===== config.mk =====
export PLATFORM = sky130hd
export DESIGN_NAME = vga_timing_gen_flat
export DESIGN_NICKNAME = d
export VERILOG_FILES = /design/src/rtl/vga_timing_if.sv /design/src/rtl/vga_timing_gen.sv /design/src/flat_wrapper.sv
export SDC_FILE = /design/constraint.sdc
export NUM_CORES = 1
export LEC_CHECK = 0
export CORE_MARGIN = 1.5
export CORE_UTILIZATION = 51
export CTS_CLUSTER_DIAMETER = 50
export DETAILED_ROUTE_END_ITERATION = 10
export HOLD_SLACK_MARGIN = 0.12
export PLACE_DENSITY = 0.87
export SYNTH_ARGS = -nofsm -noshare
export SYNTH_HDL_FRONTEND = slang
export SYNTH_SLANG_ARGS = --single-unit

===== constraint.sdc =====
create_clock -name pclk -period 2.6 [get_ports pclk]
set_input_delay 0.65 -clock pclk [delete_from_list [all_inputs] [get_ports pclk]]
set_output_delay 0.65 -clock pclk [all_outputs]
set_load 0.01 [all_outputs]

===== src/rtl/vga_timing_if.sv =====
// VGA timing bus: counts, syncs, blanks and frame marker driven by the timing
// generator and consumed by every downstream pixel stage.
interface vga_timing_if;
  logic [10:0] hcount_out;
  logic        hsync_out;
  logic        hblnk_out;
  logic [10:0] vcount_out;
  logic        vsync_out;
  logic        vblnk_out;
  logic        frame_start;

  modport master (
    output hcount_out, hsync_out, hblnk_out,
    output vcount_out, vsync_out, vblnk_out,
    output frame_start
  );

  modport slave (
    input hcount_out, hsync_out, hblnk_out,
    input vcount_out, vsync_out, vblnk_out,
    input frame_start
  );
endinterface


===== src/rtl/vga_timing_gen.sv =====
// Source of the VGA timing bus: free-running h/v counters with sync, blank
// and frame-start flags decoded from the next counts so all outputs align.
module vga_timing_gen #(
  parameter int unsigned H_ACTIVE = 800,
  parameter int unsigned H_FP     = 40,
  parameter int unsigned H_SYNC   = 128,
  parameter int unsigned H_BP     = 88,
  parameter int unsigned V_ACTIVE = 600,
  parameter int unsigned V_FP     = 1,
  parameter int unsigned V_SYNC   = 4,
  parameter int unsigned V_BP     = 23,
  parameter bit          SYNC_POL = 1'b1
) (
  input  logic         pclk,
  input  logic         rst,
  vga_timing_if.master vga
);

  localparam int unsigned H_TOTAL = H_ACTIVE + H_FP + H_SYNC + H_BP;
  localparam int unsigned V_TOTAL = V_ACTIVE + V_FP + V_SYNC + V_BP;

  // All decode points as 11-bit constants so every compare is unsigned 11-bit.
  localparam logic [10:0] H_LAST      = 11'(H_TOTAL - 1);
  localparam logic [10:0] H_BLNK_FROM = 11'(H_ACTIVE);
  localparam logic [10:0] H_SYNC_FROM = 11'(H_ACTIVE + H_FP);
  localparam logic [10:0] H_SYNC_TO   = 11'(H_ACTIVE + H_FP + H_SYNC - 1);
  localparam logic [10:0] V_LAST      = 11'(V_TOTAL - 1);
  localparam logic [10:0] V_BLNK_FROM = 11'(V_ACTIVE);
  localparam logic [10:0] V_SYNC_FROM = 11'(V_ACTIVE + V_FP);
  localparam logic [10:0] V_SYNC_TO   = 11'(V_ACTIVE + V_FP + V_SYNC - 1);

  localparam logic SYNC_ON  = SYNC_POL;
  localparam logic SYNC_OFF = ~SYNC_POL;

  generate
    if (H_TOTAL > 2048 || V_TOTAL > 2048) begin : g_bad_totals
      $error("vga_timing_gen: H_TOTAL/V_TOTAL exceed 11-bit counter range");
    end
    if (H_TOTAL == 0 || V_TOTAL == 0) begin : g_zero_totals
      $error("vga_timing_gen: H_TOTAL/V_TOTAL must be non-zero");
    end
  endgenerate

  // Registered state.
  logic [10:0] hcount_q;
  logic [10:0] vcount_q;
  logic        hsync_q;
  logic        hblnk_q;
  logic        vsync_q;
  logic        vblnk_q;
  logic        frame_start_q;

  // Next state.
  logic [10:0] hcount_nxt;
  logic [10:0] vcount_nxt;
  logic        hsync_nxt;
  logic        hblnk_nxt;
  logic        vsync_nxt;
  logic        vblnk_nxt;
  logic        frame_start_nxt;

  logic h_wrap;
  logic v_wrap;

  assign h_wrap = (hcount_q == H_LAST);
  assign v_wrap = (vcount_q == V_LAST);

  // The vertical counter only moves on the edge where the line wraps.
  always_comb begin
    hcount_nxt = hcount_q + 11'd1;
    vcount_nxt = vcount_q;
    if (h_wrap) begin
      hcount_nxt = '0;
      vcount_nxt = v_wrap ? 11'd0 : vcount_q + 11'd1;
    end
  end

  // Flags come from the next counts so they land in the same register stage.
  always_comb begin
    hblnk_nxt       = (hcount_nxt >= H_BLNK_FROM);
    vblnk_nxt       = (vcount_nxt >= V_BLNK_FROM);
    hsync_nxt       = SYNC_OFF;
    vsync_nxt       = SYNC_OFF;
    frame_start_nxt = h_wrap && v_wrap;
    if ((hcount_nxt >= H_SYNC_FROM) && (hcount_nxt <= H_SYNC_TO)) begin
      hsync_nxt = SYNC_ON;
    end
    if ((vcount_nxt >= V_SYNC_FROM) && (vcount_nxt <= V_SYNC_TO)) begin
      vsync_nxt = SYNC_ON;
    end
  end

  // NOTE: sequential state uses non-blocking assignments; the async reset
  // clears every output so no partial sync pulse survives a mid-frame reset.
  always_ff @(posedge pclk or posedge rst) begin
    if (rst) begin
      hcount_q      <= '0;
      vcount_q      <= '0;
      hsync_q       <= SYNC_OFF;
      hblnk_q       <= 1'b0;
      vsync_q       <= SYNC_OFF;
      vblnk_q       <= 1'b0;
      frame_start_q <= 1'b0;
    end else begin
      hcount_q      <= hcount_nxt;
      vcount_q      <= vcount_nxt;
      hsync_q       <= hsync_nxt;
      hblnk_q       <= hblnk_nxt;
      vsync_q       <= vsync_nxt;
      vblnk_q       <= vblnk_nxt;
      frame_start_q <= frame_start_nxt;
    end
  end

  assign vga.hcount_out  = hcount_q;
  assign vga.vcount_out  = vcount_q;
  assign vga.hsync_out   = hsync_q;
  assign vga.hblnk_out   = hblnk_q;
  assign vga.vsync_out   = vsync_q;
  assign vga.vblnk_out   = vblnk_q;
  assign vga.frame_start = frame_start_q;

endmodule


===== src/flat_wrapper.sv =====
// flat-port wrapper written by rule: the top's interface ports become plain ports
module vga_timing_gen_flat 
#(
  parameter int unsigned H_ACTIVE = 800,
  parameter int unsigned H_FP     = 40,
  parameter int unsigned H_SYNC   = 128,
  parameter int unsigned H_BP     = 88,
  parameter int unsigned V_ACTIVE = 600,
  parameter int unsigned V_FP     = 1,
  parameter int unsigned V_SYNC   = 4,
  parameter int unsigned V_BP     = 23,
  parameter bit          SYNC_POL = 1'b1
)
  (pclk, rst, vga_hcount_out, vga_hsync_out, vga_hblnk_out, vga_vcount_out, vga_vsync_out, vga_vblnk_out, vga_frame_start);
  vga_timing_if vga_i ();
  input  logic pclk;
  input  logic rst;
  output wire logic [$bits(vga_i.hcount_out)-1:0] vga_hcount_out;
  output wire logic [$bits(vga_i.hsync_out)-1:0] vga_hsync_out;
  output wire logic [$bits(vga_i.hblnk_out)-1:0] vga_hblnk_out;
  output wire logic [$bits(vga_i.vcount_out)-1:0] vga_vcount_out;
  output wire logic [$bits(vga_i.vsync_out)-1:0] vga_vsync_out;
  output wire logic [$bits(vga_i.vblnk_out)-1:0] vga_vblnk_out;
  output wire logic [$bits(vga_i.frame_start)-1:0] vga_frame_start;
  assign vga_hcount_out = vga_i.hcount_out;
  assign vga_hsync_out = vga_i.hsync_out;
  assign vga_hblnk_out = vga_i.hblnk_out;
  assign vga_vcount_out = vga_i.vcount_out;
  assign vga_vsync_out = vga_i.vsync_out;
  assign vga_vblnk_out = vga_i.vblnk_out;
  assign vga_frame_start = vga_i.frame_start;
  vga_timing_gen #(.H_ACTIVE(H_ACTIVE), .H_FP(H_FP), .H_SYNC(H_SYNC), .H_BP(H_BP), .V_ACTIVE(V_ACTIVE), .V_FP(V_FP), .V_SYNC(V_SYNC), .V_BP(V_BP), .SYNC_POL(SYNC_POL)) u_core (.pclk(pclk), .rst(rst), .vga(vga_i));
endmodule

==> results.json <==
{
  "synthAdderAreaFrac": 0.0242,
  "tns_ns": 0,
  "required_ns": 2.84,
  "ir_drop_uv": 201,
  "setup_ws_ns": 0.175,
  "dr.pass1.iters": 8,
  "grt_pass1_wl_mm": 5.87,
  "drt-wirelength-per-cell_um": 15.6,
  "drt_iter0_markers": 69,
  "dr_total_vias": 1343,
  "worst_slew_pin_slew_ns": 0.457,
  "synth_top_family_by_area": "simple AND/OR/NAND/NOR gates",
  "ys_seq_area_frac": 0.436,
  "die_x_um": 58.1,
  "p_leak_nw": 0.761,
  "clk_latency_ns": 0.32,
  "syn2layout_area_growth_pct": 22.4,
  "period_minus_slack_ns": 2.43,
  "cts_buffers": 3,
  "end_kind": "flop",
  "synth_cells": 163,
  "syn_area_per_cell_um2": 9.51,
  "grt_max_degree": 28,
  "cts_sinks": 27,
  "drc_errors": 2,
  "grt_antenna_before_repair": 0,
  "synth-main-ff-cell": "dfrtp_1",
  "finalHoldViolCount": 0,
  "yosys_warnings": 0,
  "intPower_w": 0.000480,
  "io_pins": 29,
  "pre_cts_slack_ns": 0.225,
  "synth-simple-area-share": 0.282,
  "outcome": "finished, violations left",
  "ys_ff_latch": 27,
  "grt_util_all_layers": 0.222,
  "setup_viol": 0,
  "hold_buffers": 0,
  "power_w": 0.000615,
  "combinationalPowerShare": 0.017,
  "cts_resized": 0,
  "synth_compound_area_frac": 0.134,
  "drt_wl_total_mm": 3.49,
  "antenna_left": 0,
  "final_max_slew_viol_count": 0,
  "mappedNetlistArea_um2": 1550,
  "synth-xor-area-share": 0.0783,
  "criticalPathCategory": "flop to flop",
  "cts_root_buf": "clkbuf_4",
  "dieArea_um2": 3380,
  "place.gp.congestion": 0.835,
  "synth-edff-count": 0,
  "num_antenna_cells": 0,
  "r2r_setup_slack_ns": 0.17,
  "power_density_nw_per_um2": 324,
  "viasPerCell": 6.00,
  "sequentialPowerShare": 0.683,
  "nets": 199,
  "critPathArrivalTime_ns": 2.66,
  "p_switching_w": 0.000135,
  "n_fill_cell": 213,
  "clockBufferDepth": 2,
  "fmax_mhz": 412,
  "synth_cell_types": 45,
  "core_area_um2": 2830,
  "synthMuxAreaShare": 0.00646,
  "min_path_type": "flop to flop",
  "critPathLaunchType": "flop",
  "portBuffers": 28,
  "crit_path_max_fanout": 10,
  "dp_hpwl_mm": 2.54,
  "die_y_um": 58.1,
  "grt-ovfl-total": 0,
  "clk_pin_slew_worst_paths_ns": 0.15,
  "period_share": 0.933,
  "cts_htree_levels": 1,
  "regArea_um2": 676,
  "post_cts_buffers": 0,
  "power_frac_clock": 0.300,
  "slew_headroom": 0.693,
  "multiInputGateArea_um2": 815,
  "grt_pass1_vias": 1298,
  "drive_gt1_frac": 0.0777,
  "initial_core_util": 0.548,
  "cts_tree": "done",
  "ys_async_sr_fraction": 1.00,
  "synth_nets": 168,
  "maxCapViolCount": 0,
  "placed_cell_area_um2": 1870,
  "fp-row-count": 19,
  "rsz0062_at_grt": "false",
  "stdcell_area_um2": 1900,
  "sw_frac_of_total": 0.219,
  "violations": "DRC",
  "fin_worst_skew_ns": 0.00198
}
[area by class of cell]
type,count,share of cell area
multi-input combinational,122,0.429
timing repair buffer,32,0.164
clock buffer,3,0.0119
sequential,27,0.356
inverter,8,0.0158
clock inverter,1,0.00264
tap,31,0.0204
[power by group through the flow]
stage                     Combinational, W  Sequential (W)  Clock [W]
final                            0.0000105        0.000420   0.000184
after global placement           0.0000109        0.000428          0
after detailed placement         0.0000113        0.000428          0
after floorplan                 0.00000623        0.000428          0
after CTS                        0.0000113        0.000420   0.000193
after global routing             0.0000128        0.000420   0.000207
[final timing paths]
| path | to | depth (start not counted) | start |
|---|---|---|---|
| setup / recovery | u_core.vga.vsync_out$_DFF_PP0_ | 6 | u_core.vga.hcount_out[0]$_DFF_PP0_ |
| hold / removal | u_core.vga.hcount_out[0]$_DFF_PP0_ | 1 | u_core.vga.hcount_out[0]$_DFF_PP0_ |
| setup reg to reg | u_core.vga.vsync_out$_DFF_PP0_ | 6 | u_core.vga.hcount_out[0]$_DFF_PP0_ |
| hold reg to reg | u_core.vga.hcount_out[0]$_DFF_PP0_ | 1 | u_core.vga.hcount_out[0]$_DFF_PP0_ |
| max in group asynchronous | u_core.vga.vcount_out[5]$_DFF_PP0_ | 3 | rst |
| min in group asynchronous | u_core.vga.vcount_out[0]$_DFF_PP0_ | 3 | rst |
[routing by layer]
layer	GRT usage	part of all wire	vias to the layer above	routed length, µm
met2	0.386	0.52	49	1810
met3	0.0335	0.051	2	177
met5	0	0	-	0
met1	0.287	0.43	651	1480
li1	-	-	641	-
met4	0.0631	0.0026	0	9
[flip-flops by register name, summed over array words and instances (netlist names)]
| register | cells |
|---|---|
| u_core.vga.frame_start | 1 |
| u_core.vga.vblnk_out | 1 |
| u_core.vga.hsync_out | 1 |
| u_core.vga.vcount_out | 11 |
| u_core.vga.hblnk_out | 1 |
| u_core.vga.vsync_out | 1 |
| u_core.vga.hcount_out | 11 |
[synthesized netlist by cell type, types with 3 or more instances]
cell type	instances	area, µm²
a21oi_1	4	20.0
and3_1	3	18.8
clkbuf_1	5	18.8
dfrtp_1	27	676
ha_1	3	37.5
inv_1	8	30.0
nand2_1	15	56.3
nand2b_1	5	31.3
nand3_1	6	30.0
nand4_1	6	37.5
nor2_1	17	63.8
nor3_1	7	35.0
o21ai_0	9	45.0
xnor2_1	7	61.3
xor2_1	5	43.8
[critical path: stages (launching register included)]
cell	delay, ns
dfrtp_1	0.46
ha_1	0.34
nand4b_1	0.20
or4_1	0.65
o31ai_4	0.29
nand4b_1	0.13
a311oi_1	0.26
[placed cells by master, fill, tap and decap left out, drive strengths merged, types with 2 or more instances in the layout]
cell type       n
nand4b          2
nand2b          5
nand3           6
nand4           6
nor3b           2
or3             2
dfrtp          27
nor2           17
clkbuf          3
clkdlybuf4s50  28
and3            3
ha              3
nand2          15
o31ai           2
a21oi           4
inv             8
xnor2           8
a32oi           2
o21ai          11
nand3b          2
buf             4
nor3            7
a211oi          2
nor4            2
xor2            5
[kinds of logic (layout without fill, tap and decap cells)]
logic type,after synthesis,count (layout)
and+or+nand+nor,76,76
AOI/OAI and AO/OA,29,29
DFF,27,27
buffers and inverters,14,44
xor gates and xnor gates,13,13
adders and majority gates,3,3
muxes,1,1
[per-stage QoR]
stage / cells / util / hold WS, ns
after floorplan: 163 / - / 0.550
after global placement: 220 / 0.661 / 0.500
after detailed placement: 220 / 0.661 / 0.523
after CTS: 224 / 0.671 / 0.547
after global routing: 224 / 0.671 / 0.582
final: 224 / 0.671 / 0.548
(Power assumes the default switching activity.)
